`src/rtl/imem_loader_pkg.sv`:
```
// Shared types and constants for the instruction-memory loader.
package imem_loader_pkg;

    // Loader FSM states.
    typedef enum logic [2:0] {
        StIdle,
        StLenHi,
        StLenLo,
        StData,
        StCheck,
        StDone,
        StErr
    } state_e;

    // Failure causes reported on err_code.
    localparam logic [1:0] ERR_NONE    = 2'b00;
    localparam logic [1:0] ERR_LEN     = 2'b01;
    localparam logic [1:0] ERR_CSUM    = 2'b10;
    localparam logic [1:0] ERR_TIMEOUT = 2'b11;

endpackage

```
`src/rtl/byte_to_word_packer.sv`:
```
// Assembles four big-endian bytes into one 32-bit word.
module byte_to_word_packer (
    input  logic        clk,
    input  logic        rst,
    input  logic        clear_i,
    input  logic        byte_valid_i,
    input  logic [7:0]  byte_i,
    output logic        word_valid_o,
    output logic [31:0] word_o
);

    logic [23:0] shift_q;
    logic [1:0]  cnt_q;

    // The fourth byte completes the word combinationally; the owner registers it.
    always_comb begin
        word_valid_o = byte_valid_i && (cnt_q == 2'd3);
        word_o       = {shift_q, byte_i};
    end

    // Shift accepted bytes in MSB first and count them modulo 4.
    always_ff @(posedge clk) begin
        if (rst || clear_i) begin
            shift_q <= '0;
            cnt_q   <= '0;
        end else if (byte_valid_i) begin
            shift_q <= {shift_q[15:0], byte_i};
            cnt_q   <= cnt_q + 2'd1;
        end
    end

endmodule

```
`src/rtl/imem_loader.sv`:
```
// Loads a length-prefixed, XOR-checked program image from a byte stream into
// instruction memory while holding the CPU in reset.
module imem_loader
    import imem_loader_pkg::*;
#(
    parameter logic [31:0] BASE_ADDR      = 32'h0000_0000,
    parameter int unsigned MAX_WORDS      = 256,
    parameter int unsigned TIMEOUT_CYCLES = 1_000_000
) (
    input  logic        clk,
    input  logic        rst,
    input  logic        start,
    input  logic [7:0]  rx_data,
    input  logic        rx_valid,
    output logic        rx_ready,
    output logic        mem_we,
    output logic [31:0] mem_addr,
    output logic [31:0] mem_wdata,
    output logic        cpu_hold,
    output logic        busy,
    output logic        done,
    output logic        error,
    output logic [1:0]  err_code,
    output logic [15:0] words_loaded
);

    state_e      state_q, state_d;
    logic [15:0] len_q, len_d;
    logic [15:0] wcnt_q, wcnt_d;
    logic [7:0]  csum_q, csum_d;
    logic [31:0] tmo_q, tmo_d;
    logic [1:0]  err_q, err_d;
    logic        we_q, we_d;
    logic [31:0] addr_q, addr_d;
    logic [31:0] wdata_q, wdata_d;

    logic        accept;
    logic        pack_clear;
    logic        pk_valid;
    logic [31:0] pk_word;
    logic [15:0] len_full;

    assign accept   = rx_valid && rx_ready;
    assign len_full = {len_q[15:8], rx_data};

    byte_to_word_packer u_packer (
        .clk          (clk),
        .rst          (rst),
        .clear_i      (pack_clear),
        .byte_valid_i (accept && (state_q == StData)),
        .byte_i       (rx_data),
        .word_valid_o (pk_valid),
        .word_o       (pk_word)
    );

    // Status outputs decode directly from the current state.
    always_comb begin
        rx_ready     = (state_q == StLenHi) || (state_q == StLenLo) ||
                       (state_q == StData)  || (state_q == StCheck);
        busy         = rx_ready;
        // ERR keeps the CPU held so a partial image never runs.
        cpu_hold     = rx_ready || (state_q == StErr);
        done         = (state_q == StDone);
        error        = (state_q == StErr);
        err_code     = err_q;
        words_loaded = wcnt_q;
        mem_we       = we_q;
        mem_addr     = addr_q;
        mem_wdata    = wdata_q;
    end

    // Next-state, checksum, timeout and memory-write logic.
    always_comb begin
        state_d    = state_q;
        len_d      = len_q;
        wcnt_d     = wcnt_q;
        csum_d     = csum_q;
        tmo_d      = tmo_q;
        err_d      = err_q;
        we_d       = 1'b0;
        addr_d     = addr_q;
        wdata_d    = wdata_q;
        pack_clear = 1'b0;

        if (rx_ready) begin
            tmo_d = accept ? 32'd0 : tmo_q + 32'd1;
        end
        if (accept && (state_q != StCheck)) begin
            csum_d = csum_q ^ rx_data;
        end
        if (pk_valid) begin
            we_d    = 1'b1;
            addr_d  = BASE_ADDR + {14'd0, wcnt_q, 2'b00};
            wdata_d = pk_word;
            wcnt_d  = wcnt_q + 16'd1;
        end

        unique case (state_q)
            StIdle, StDone, StErr: begin
                if (start) begin
                    state_d    = StLenHi;
                    csum_d     = '0;
                    wcnt_d     = '0;
                    err_d      = ERR_NONE;
                    tmo_d      = '0;
                    pack_clear = 1'b1;
                end
            end
            StLenHi: begin
                if (accept) begin
                    len_d   = {rx_data, 8'h00};
                    state_d = StLenLo;
                end
            end
            StLenLo: begin
                if (accept) begin
                    len_d = len_full;
                    if ({16'd0, len_full} > MAX_WORDS) begin
                        state_d = StErr;
                        err_d   = ERR_LEN;
                    end else if (len_full == 16'd0) begin
                        state_d = StCheck;
                    end else begin
                        state_d = StData;
                    end
                end
            end
            StData: begin
                if (pk_valid && (wcnt_q == len_q - 16'd1)) begin
                    state_d = StCheck;
                end
            end
            StCheck: begin
                if (accept) begin
                    if (rx_data == csum_q) begin
                        state_d = StDone;
                    end else begin
                        state_d = StErr;
                        err_d   = ERR_CSUM;
                    end
                end
            end
            default: state_d = StIdle;
        endcase

        // Stalled stream: abort after TIMEOUT_CYCLES cycles without an accepted byte.
        if (rx_ready && !accept && (tmo_q == TIMEOUT_CYCLES - 1)) begin
            state_d = StErr;
            err_d   = ERR_TIMEOUT;
        end
    end

    // State and datapath registers with synchronous reset.
    always_ff @(posedge clk) begin
        if (rst) begin
            state_q <= StIdle;
            len_q   <= '0;
            wcnt_q  <= '0;
            csum_q  <= '0;
            tmo_q   <= '0;
            err_q   <= ERR_NONE;
            we_q    <= 1'b0;
            addr_q  <= '0;
            wdata_q <= '0;
        end else begin
            state_q <= state_d;
            len_q   <= len_d;
            wcnt_q  <= wcnt_d;
            csum_q  <= csum_d;
            tmo_q   <= tmo_d;
            err_q   <= err_d;
            we_q    <= we_d;
            addr_q  <= addr_d;
            wdata_q <= wdata_d;
        end
    end

endmodule

```
`config.mk`:
```
export PLATFORM = sky130hd
export DESIGN_NAME = imem_loader
export DESIGN_NICKNAME = d
export VERILOG_FILES = /design/src/rtl/imem_loader_pkg.sv /design/src/rtl/byte_to_word_packer.sv /design/src/rtl/imem_loader.sv
export SDC_FILE = /design/constraint.sdc
export NUM_CORES = 1
export LEC_CHECK = 0
export CAP_MARGIN = 15
export CORE_MARGIN = 2
export CORE_UTILIZATION = 40
export CTS_CLUSTER_DIAMETER = 120
export DETAILED_ROUTE_END_ITERATION = 8
export PLACE_DENSITY = 0.61
export SETUP_SLACK_MARGIN = 0.15
export SYNTH_ARGS = -nofsm -noshare
export SYNTH_HDL_FRONTEND = slang
export SYNTH_SLANG_ARGS = --single-unit
```
`constraint.sdc`:
```
create_clock -name clk -period 3.3 [get_ports clk]
set_input_delay 0.33 -clock clk [delete_from_list [all_inputs] [get_ports clk]]
set_output_delay 0.33 -clock clk [all_outputs]
set_load 0.01 [all_outputs]
```
[After elaboration in Yosys (flattened, before gate mapping)]
Index checks and enable logic that the tools add are counted.
Storage, ports and cells
  register bits after elaboration: 152
  input port bits: 12
  output and inout bits: 88
  word-level logic and storage cells: 100
Operators by class
  $add $sub $neg: 4
  order comparisons: 1
  equal/unequal tests: 23
  mux-type cells: 33
  bitwise gates (word level): 2
  reduce and logical (&&, ||, !) cells: 24
Operators by type and width (count)
  $mux W32: 4
  $mux W16: 4
  $add A32 B1 Y32 const B: 1
  $eq A32 B20 Y1 const B: 1
  $mux W8: 4
  $pmux W16 S2: 1
  $mux W3: 8
  $add A16 B1 Y16 const B: 1
  $eq A16 B16 Y1: 1
  $gt A16 B9 Y1 const B: 1
  $logic_not A16 Y1: 1
  $sub A16 B1 Y16 const B: 1
  $pmux W3 S5: 1
  $mux W2: 7
  $ne A3 B2 Y1 const B: 4
  $reduce_and A5 Y1: 2
  $eq A3 B3 Y1 const B: 3
  $eq A8 B8 Y1: 1
  $ne A2 B2 Y1 const B: 4
  $xor A8 B8 Y8: 1
  $logic_and A1 B1 Y1: 7
  $eq A3 B2 Y1 const B: 2
  $ne A3 B1 Y1 const B: 2
  $ne A3 B3 Y1 const B: 2
  16 further kinds: 23

[Longest topological paths before layout]
Gate-level depths: netlist (run 1).
  depth after elaboration: 11
  mapped depth: 10
  depth with buffers taken out: 8

[Hierarchy]
From an unflattened synthesis (run 1), not the netlist that was laid out.
Unflattened totals
  cell total of the unflattened synthesis: 806
  area, all modules: 7084.3 um^2
By module, submodules not included
  imem_loader: instances 1, cells an instance 711, area an instance 6044.5 um^2, sequential area each 2522.4 um^2
  byte_to_word_packer: instances 1, cells an instance 95, area an instance 1039.7 um^2, sequential area each 520.5 um^2

[Worst setup path after synthesis (run 1)]
Ideal clock, no wire load.
  path kind: register to register
  start: register len_q[10]
  end: register state_q[1]
  library setup time: 0.120 ns
  data arrival time: 2.017 ns
  data required time: 3.180 ns
  slack: 1.163 ns
  stages on the path, launching flop included: 9
  buffers on the path: 1
  period minus slack after synthesis: 2.137 ns
  cell sequence: dfxtp_1 -> buf_2 -> or4_4 -> nor3_1 -> xnor2_1 -> a31oi_1 -> nor3_1 -> a41oi_2 -> o31a_1
On the way
  cells in the longest elaborated chain, start to end: 6
  elaborated cells between the ends (all ways): 12
  classes of those cells: 1 x add/sub; 1 x order compare; 2 x eq/ne; 5 x mux; 3 x reduce/logical
RTL lines
  start, declared: line imem_loader.sv:28  | logic [15:0] len_q, len_d;
  start signal, assigned: line imem_loader.sv:167  | len_q <= len_d;
  branches (longest 6 deep; another with $sub A16 B1 Y16)
  end signal, assigned: line imem_loader.sv:156  | state_q <= StIdle;
  end signal, assigned: line imem_loader.sv:166  | state_q <= state_d;
  end, declared: line imem_loader.sv:27  | state_e state_q, state_d;
Several ways; the timed one is not identified. The select of a mux whose other input is x is not followed.
A chain may end at the register's enable or synchronous reset.

[Final worst setup path (run 1)]
  start: register state_q[0]
  end: output port cpu_hold
On the way
  cells in the longest elaborated chain, start to end: 5
  elaborated cells between the ends (all ways): 9
  classes of those cells: 5 x eq/ne; 4 x reduce/logical
RTL lines
  $eq A3 B1 Y1 or $eq A3 B2 Y1 (tied branches): line imem_loader.sv:58  | rx_ready = (state_q == StLenHi) || (state_q == StLenLo) ||
  $logic_or A1 B1 Y1 (2 in a row): line imem_loader.sv:58
  $logic_or A1 B1 Y1: line imem_loader.sv:59  | (state_q == StData) || (state_q == StCheck);
  $logic_or A1 B1 Y1 *: line imem_loader.sv:62  | cpu_hold = rx_ready || (state_q == StErr);
  end, declared: line imem_loader.sv:19  | output logic cpu_hold,
Every way passes the cells marked *; elsewhere a longest branch is shown, timed or not.

==> results of run 1 <==
-- through the flow --
step / power (mW) / area [um^2] / util
floorplan: 2.866 / 6863 / -
global placement: 3.157 / 7739 / 0.4667
detailed placement: 3.158 / 7739 / 0.4667
CTS: 5.172 / 8348 / 0.5034
global route: 5.395 / 8348 / 0.5034
finish: 5.125 / 8348 / 0.5034
-- worst max path at each step --
stage / start / to / slack, ns / depth (start not counted)
2_1_floorplan: len_q[10]$_SDFFE_PP0P_ / state_q[1]$_SDFFE_PP0P_ / 1.16 / 8
3_3_place_gp: rx_data[4] / err_code[1]$_SDFFE_PP0P_ / 0.76 / 7
3_5_place_dp: rx_valid / state_q[1]$_SDFFE_PP0P_ / 0.73 / 8
4_1_cts: state_q[0]$_SDFFE_PP0P_ / cpu_hold / 0.47 / 4
5_1_grt: state_q[0]$_SDFFE_PP0P_ / cpu_hold / 0.33 / 4
6_report: state_q[0]$_SDFFE_PP0P_ / cpu_hold / 0.47 / 4
-- worst max-delay path: cells and delay by family (launching register included) --
kind,cells,cell delay [ns]
DFF,1,0.46
and+or+nand+nor,3,1.14
buffers and inverters,1,0.48
-- area by class of cell --
type	instances	area, um^2
Clock buffer	20	446.7
Clock inverter	12	162.7
Fill cell	1619	8235
Inverter	12	45.04
Multi-Input combinational cell	637	3440
Sequential cell	152	3043
Tap cell	220	275.3
Timing Repair Buffer	96	935.9
-- where the power goes --
part           switching (mW)  internal, mW  total [mW]
Combinational           0.661         0.454        1.12
Sequential              0.104          1.90        2.01
Clock                   0.782          1.22        2.00
-- logic make-up after synthesis --
family,Yosys count,synth area share
and+or+nand+nor,396,0.2583
DFF,152,0.4471
AOI/OAI and AO/OA,133,0.1164
xor gates and xnor gates,84,0.1081
buffers and inverters,81,0.05643
adders and majority gates,4,0.007353
muxes,4,0.005883
other,1,0.0005509
-- sequential cells by signal, summed over array words and instances (netlist names) --
register          flops
err_code              2
len_q                16
u_packer.cnt_q        2
mem_wdata            32
mem_addr             16
csum_q                8
mem_we                1
tmo_q                32
words_loaded         16
u_packer.shift_q     24
state_q               3
-- cell usage in the layout (no fill, tap or decap), types with 3 or more instances in the layout --
cell type / count
xnor2_1: 50
a21o_1: 4
o21ai_0: 10
nor2_1: 98
clkdlybuf4s50_1: 82
bufinv_16: 3
nand2_1: 194
nor3_1: 9
xor2_1: 34
a22oi_1: 9
conb_1: 16
nand3_1: 28
inv_1: 12
nand4_1: 13
clkbuf_16: 17
and3_1: 9
a31oi_1: 4
and2_1: 4
mux2i_1: 4
nor4_1: 7
nand2b_1: 6
buf_4: 12
nor4b_1: 6
a21oi_1: 88
or3_1: 3
inv_6: 4
and4_1: 3
dfxtp_1: 152
ha_1: 4
-- per-layer routing --
layer  part of all wire  up-vias
met5                  0        -
met4              0.012        0
met3              0.045       17
met2               0.46      125
met1               0.49     2645
li1                   -     2929
==> flow_metrics.env, run 1 <==
export IMPL_arrival_ns=2.50
export IMPL_synth_top_cell_area_share=0.4471
export IMPL_syn_avg_cell_area_um2=7.961
export IMPL_power_density_mw_per_mm2=613.9
export IMPL_synth_edff_count=0
export IMPL_start_kind="register"
export IMPL_dp_cells=1117
export IMPL_hpwl_um=11240
export IMPL_slowest_stage="nor3_1"
export IMPL_grt_max_degree=73
export IMPL_drt_iter0_drc=338
export IMPL_dp_slack_ns=0.7269
export IMPL_cp_required_ns=2.97
export IMPL_core_rowCount=47
export IMPL_tightest_slew_ns=0.7998
export IMPL_relSlewSlack=0.4668
export IMPL_cts_root_buf="clkbuf_16"
export IMPL_r2r_end="state_q[0]$_SDFFE_PP0P_"
export IMPL_final_layout_size_suffix_gt1_frac=0.06351
export IMPL_wl_um=16110
export IMPL_start_util=0.4104
export IMPL_yosys_top_cells_count="nand2_1 (195), dfxtp_1 (152), nor2_1 (98)"
export IMPL_cts_resized=0
export IMPL_ir_drop_v=0.0003768
export IMPL_setup_worst_path_class="reg -> out"
export IMPL_finClkSkew_ns=0.008991
export IMPL_yosys_warnings=0
export IMPL_syn_area_mm2=0.006807
export IMPL_max_freq_mhz=353.8
export IMPL_die_y_um=134.4
export IMPL_setup_viol=0
export IMPL_cts_setup_buffers=0
export IMPL_timing_final_ws_setup_ns=0.4733
export IMPL_min_period_over_period=0.8566
export IMPL_area_growth_pct=22.65
export IMPL_route_detailed_drc=0
export IMPL_use_met2=0.2809
export IMPL_wl_per_cell_um=14.02
export IMPL_cts_htree_levels=4
export IMPL_use_met1=0.2587
export IMPL_viasPerCell=4.975
export IMPL_core_area_mm2=0.01658
export IMPL_gp_congestion=0.8189
export IMPL_met3_usage=0.04384
export IMPL_hold_viol=0
export IMPL_outcome="completed"
export IMPL_busiest_layer="met2"
export IMPL_slew_violations=0
export IMPL_globalRouteTotalUtil=0.1844
export IMPL_die_x_um=134.4
export IMPL_firstDrtPassIters=5
export IMPL_crit_path_cell_trace="nor3_1, nor2_1, or2_2, clkdlybuf4s50_1"
export IMPL_synth_area_leader_cell="dfxtp_1"
export IMPL_grt_pass1_vias=5117
export IMPL_diodes=0
export IMPL_rsz0062_at_grt="false"
export IMPL_cts_buffers=17
export IMPL_clkSlewWorstSetupHoldPaths_ns=0.06
export IMPL_instances_no_fill=1149
export IMPL_fin_hold_ws_ns=0.4497
export IMPL_worstHoldPathCells=4
export IMPL_cts_tree="done"
export IMPL_r2r_start="state_q[0]$_SDFFE_PP0P_"
export IMPL_dieArea_mm2=0.01808
export IMPL_antenna_found_initial=0
export IMPL_gr_total_overflow=0
export IMPL_crit_path_max_fanout=16
export IMPL_total_leakage_power_nw=2.804
export IMPL_synth_most_common_cell="nand2_1"
export IMPL_cap_violations=0
export IMPL_clock_sinks=152
export IMPL_grt_pass1_wl_um=26760
export IMPL_fin_nets=932
export IMPL_cts_buffer_depth=2
export IMPL_yosysSeqAreaShare=0.4471
export IMPL_routed_via_count=5716
export IMPL_finalCriticalPeriod_ns=2.827
export IMPL_clock_latency_ns=0.42
export IMPL_ant_nets=0
export IMPL_postSynthCellCount=855
export IMPL_min_path_type="in -> reg"
export IMPL_worst_r2r_path_depth=7
export IMPL_portBuffers=83
export IMPL_setup_tns_final_ns=0
export IMPL_synthTopCellsByArea="dfxtp_1 (45%), nand2_1 (11%), a21oi_1 (6.5%), xnor2_1 (6.4%), nor2_1 (5.4%)"
export IMPL_ys_types=54
export IMPL_endpoint_kind="primary output"
export IMPL_synth_seq_cells=152
export IMPL_pin_count=100
export IMPL_hold_end="words_loaded[6]$_SDFF_PP0_"
export IMPL_hold_buffers=0
export IMPL_critical_path_max_stage_delay_ns=0.66
export IMPL_reg2reg_slack_ns=0.79
export IMPL_synth_flop_cell="dfxtp_1"
export IMPL_async_reset_ff_frac=0
export IMPL_hold_path_startpoint="rst"
(Power assumes the default switching activity.)
==> inputs of run 2 (changes only) <==
--- a/config.mk
+++ b/config.mk
@@ -12,6 +12,7 @@
 export DETAILED_ROUTE_END_ITERATION = 8
 export PLACE_DENSITY = 0.61
 export SETUP_SLACK_MARGIN = 0.15
+export SLEW_MARGIN = 15
 export SYNTH_ARGS = -nofsm -noshare
 export SYNTH_HDL_FRONTEND = slang
 export SYNTH_SLANG_ARGS = --single-unit
==> constraint.sdc (replaced) <==
create_clock -name clk -period 2.66 [get_ports clk]
set_input_delay 0.266 -clock clk [delete_from_list [all_inputs] [get_ports clk]]
set_output_delay 0.266 -clock clk [all_outputs]
set_load 0.01 [all_outputs]
==> flow_metrics.env, run 2 (synthesis results as in run 1) <==
export IMPL_worst_r2r_path_depth=7
export IMPL_die_x_um=134.4
export IMPL_wl_per_cell_um=14.14
export IMPL_route_detailed_drc=0
export IMPL_ant_nets=0
export IMPL_slew_violations=0
export IMPL_globalRouteTotalUtil=0.1864
export IMPL_pin_count=100
export IMPL_seq_power_share=0.387
export IMPL_tightest_slew_ns=0.8079
export IMPL_outcome="completed"
export IMPL_routed_via_count=5759
export IMPL_crit_path_end="cpu_hold"
export IMPL_setup_tns_final_ns=0
export IMPL_die_y_um=134.4
export IMPL_finalCriticalPeriod_ns=2.348
export IMPL_rsz0062_at_grt="false"
export IMPL_cap_violations=0
export IMPL_core_area_mm2=0.01658
export IMPL_min_path_type="reg -> reg"
export IMPL_gr_total_overflow=0
export IMPL_clkSlewWorstSetupHoldPaths_ns=0.06
export IMPL_placed_area_mm2=0.007844
export IMPL_viasPerCell=4.956
export IMPL_firstDrtPassIters=4
export IMPL_wl_um=16430
export IMPL_grt_pass1_vias=5462
export IMPL_gp_congestion=0.8276
export IMPL_clock_sinks=152
export IMPL_cts_htree_levels=4
export IMPL_power_share_combinational=0.222
export IMPL_setup_viol=0
export IMPL_crit_path_max_fanout=7
export IMPL_power_switching_share=0.2899
export IMPL_total_leakage_power_nw=2.891
export IMPL_cts_buffers=17
export IMPL_ir_drop_v=0.0005354
export IMPL_reg2reg_slack_ns=0.32
export IMPL_power_density_mw_per_mm2=754.4
export IMPL_arrival_ns=2.08
export IMPL_dieArea_mm2=0.01808
export IMPL_intPower_mw=4.536
export IMPL_hold_viol=0
export IMPL_diodes=0
export IMPL_grt_pass1_wl_um=26800
export IMPL_finClkSkew_ns=0.005317
export IMPL_cts_buffer_depth=2
export IMPL_grt_max_degree=73
export IMPL_final_layout_size_suffix_gt1_frac=0.08174
export IMPL_startpoint="state_q[2]$_SDFFE_PP0P_"
export IMPL_cts_tree="done"
export IMPL_r2r_start="len_q[10]$_SDFFE_PP0P_"
export IMPL_hpwl_um=11260
export IMPL_p_sw_mw=1.852
export IMPL_final_cell_area_mm2=0.008468
export IMPL_pwr_share_clk=0.391
export IMPL_cp_required_ns=2.39
export IMPL_max_freq_mhz=425.8
export IMPL_core_rowCount=47
export IMPL_hold_buffers=0
export IMPL_r2r_end="state_q[1]$_SDFFE_PP0P_"
export IMPL_antenna_found_initial=0
export IMPL_start_util=0.4104
export IMPL_fin_nets=946
export IMPL_cts_setup_buffers=0
export IMPL_cts_root_buf="clkbuf_16"
export IMPL_drt_iter0_drc=321
export IMPL_relSlewSlack=0.4614
export IMPL_final_common_cell="nand2_1"
export IMPL_start_kind="register"
export IMPL_endpoint_kind="primary output"
export IMPL_setup_worst_path_class="reg -> out"
export IMPL_portBuffers=83
export IMPL_clock_latency_ns=0.42
export IMPL_area_growth_pct=24.41
export IMPL_mostFrequentLayoutCells="nand2_1 (194), dfxtp_1 (150), nor2_1 (98), a21oi_1 (88), clkdlybuf4s50_1 (82)"
export IMPL_min_period_over_period=0.8828
==> run 2: cell types whose count changed in the layout (fill, tap and decap cells not counted) <==
| cell | change |
|---|---|
| buf_4 | +14 |
| clkbuf_8 | +4 |
| inv_6 | -4 |
| clkinv_2 | +3 |
| clkinv_4 | -2 |
| dfxtp_1 | -2 |
| dfxtp_2 | +2 |
| a21o_1 | -1 |
| a21o_2 | +1 |
| clkbuf_1 | -1 |
| clkinvlp_4 | -1 |
| nor3_1 | -1 |
| nor3_2 | +1 |
==> run 2: final cells by class <==
type                       instances  area, um^2
inverter                          12       45.04
sequential                       152        3045
fill                            1588        8115
multi-input combinational        637        3446
timing repair buffer             110        1041
clock inverter                     8       117.6
tap                              220       275.3
clock buffer                      23       498.0
==> run 2: per-stage QoR <==
step	hold WS (ns)	worst slack (ns)	utilization	std cells	power [mW]
after floorplan	0.4020	0.5231	-	870	3.555
after global placement	0.4410	0.2357	0.4730	1131	3.927
after detailed placement	0.4454	0.1622	0.4730	1131	3.924
after CTS	0.4523	0.2633	0.5104	1162	6.437
after global routing	0.4727	0.1628	0.5106	1162	6.729
final	0.4444	0.3117	0.5106	1162	6.388
==> run 2: power groups by stage <==
stage               registers, mW  logic (mW)  clock network (mW)
finish                       2.47        1.42                2.50
global placement             2.51        1.41                   0
floorplan                    2.48        1.08                   0
global route                 2.49        1.57                2.67
CTS                          2.47        1.42                2.55
detailed placement           2.52        1.41                   0
==> run 2: layer usage <==
layer / share of wire / routed length, um / up-vias / track usage
met1: 0.46 / 7540 / 2673 / 0.2314
met3: 0.041 / 678 / 21 / 0.04837
met5: 0 / 0 / - / 0
met4: 0.014 / 231 / 0 / 0.06374
li1: - / - / 2953 / -
met2: 0.49 / 7982 / 112 / 0.3141
==> run 2: repair_timing <==
action	CTS	global route
setup endpoints to repair	3	33
pin swaps	0	0
resized for setup	1	3
endpoints found under the hold margin	0	0
==> run 2: worst min-delay path by stage <==
| stage | endpoint | cells after the start | startpoint | slack [ns] |
|---|---|---|---|---|
| CTS | mem_wdata[27]$_SDFFE_PP0P_ | 2 | u_packer.shift_q[19]$_SDFFE_PP0P_ | 0.45 |
| floorplan | u_packer.shift_q[0]$_SDFFE_PP0P_ | 2 | rx_data[0] | 0.40 |
| detailed placement | mem_wdata[27]$_SDFFE_PP0P_ | 2 | u_packer.shift_q[19]$_SDFFE_PP0P_ | 0.45 |
| finish | mem_wdata[30]$_SDFFE_PP0P_ | 2 | u_packer.shift_q[22]$_SDFFE_PP0P_ | 0.44 |
| global placement | u_packer.shift_q[20]$_SDFFE_PP0P_ | 2 | u_packer.shift_q[20]$_SDFFE_PP0P_ | 0.44 |
| global route | mem_wdata[22]$_SDFFE_PP0P_ | 2 | mem_wdata[22]$_SDFFE_PP0P_ | 0.47 |
==> run 2: worst max-delay path, cell delays in order, from the launching register on <==
cell and delay [ns]:
dfxtp_1 0.36, nor3_2 0.43, nor2_1 0.10, or2_2 0.30, clkdlybuf4s50_1 0.48
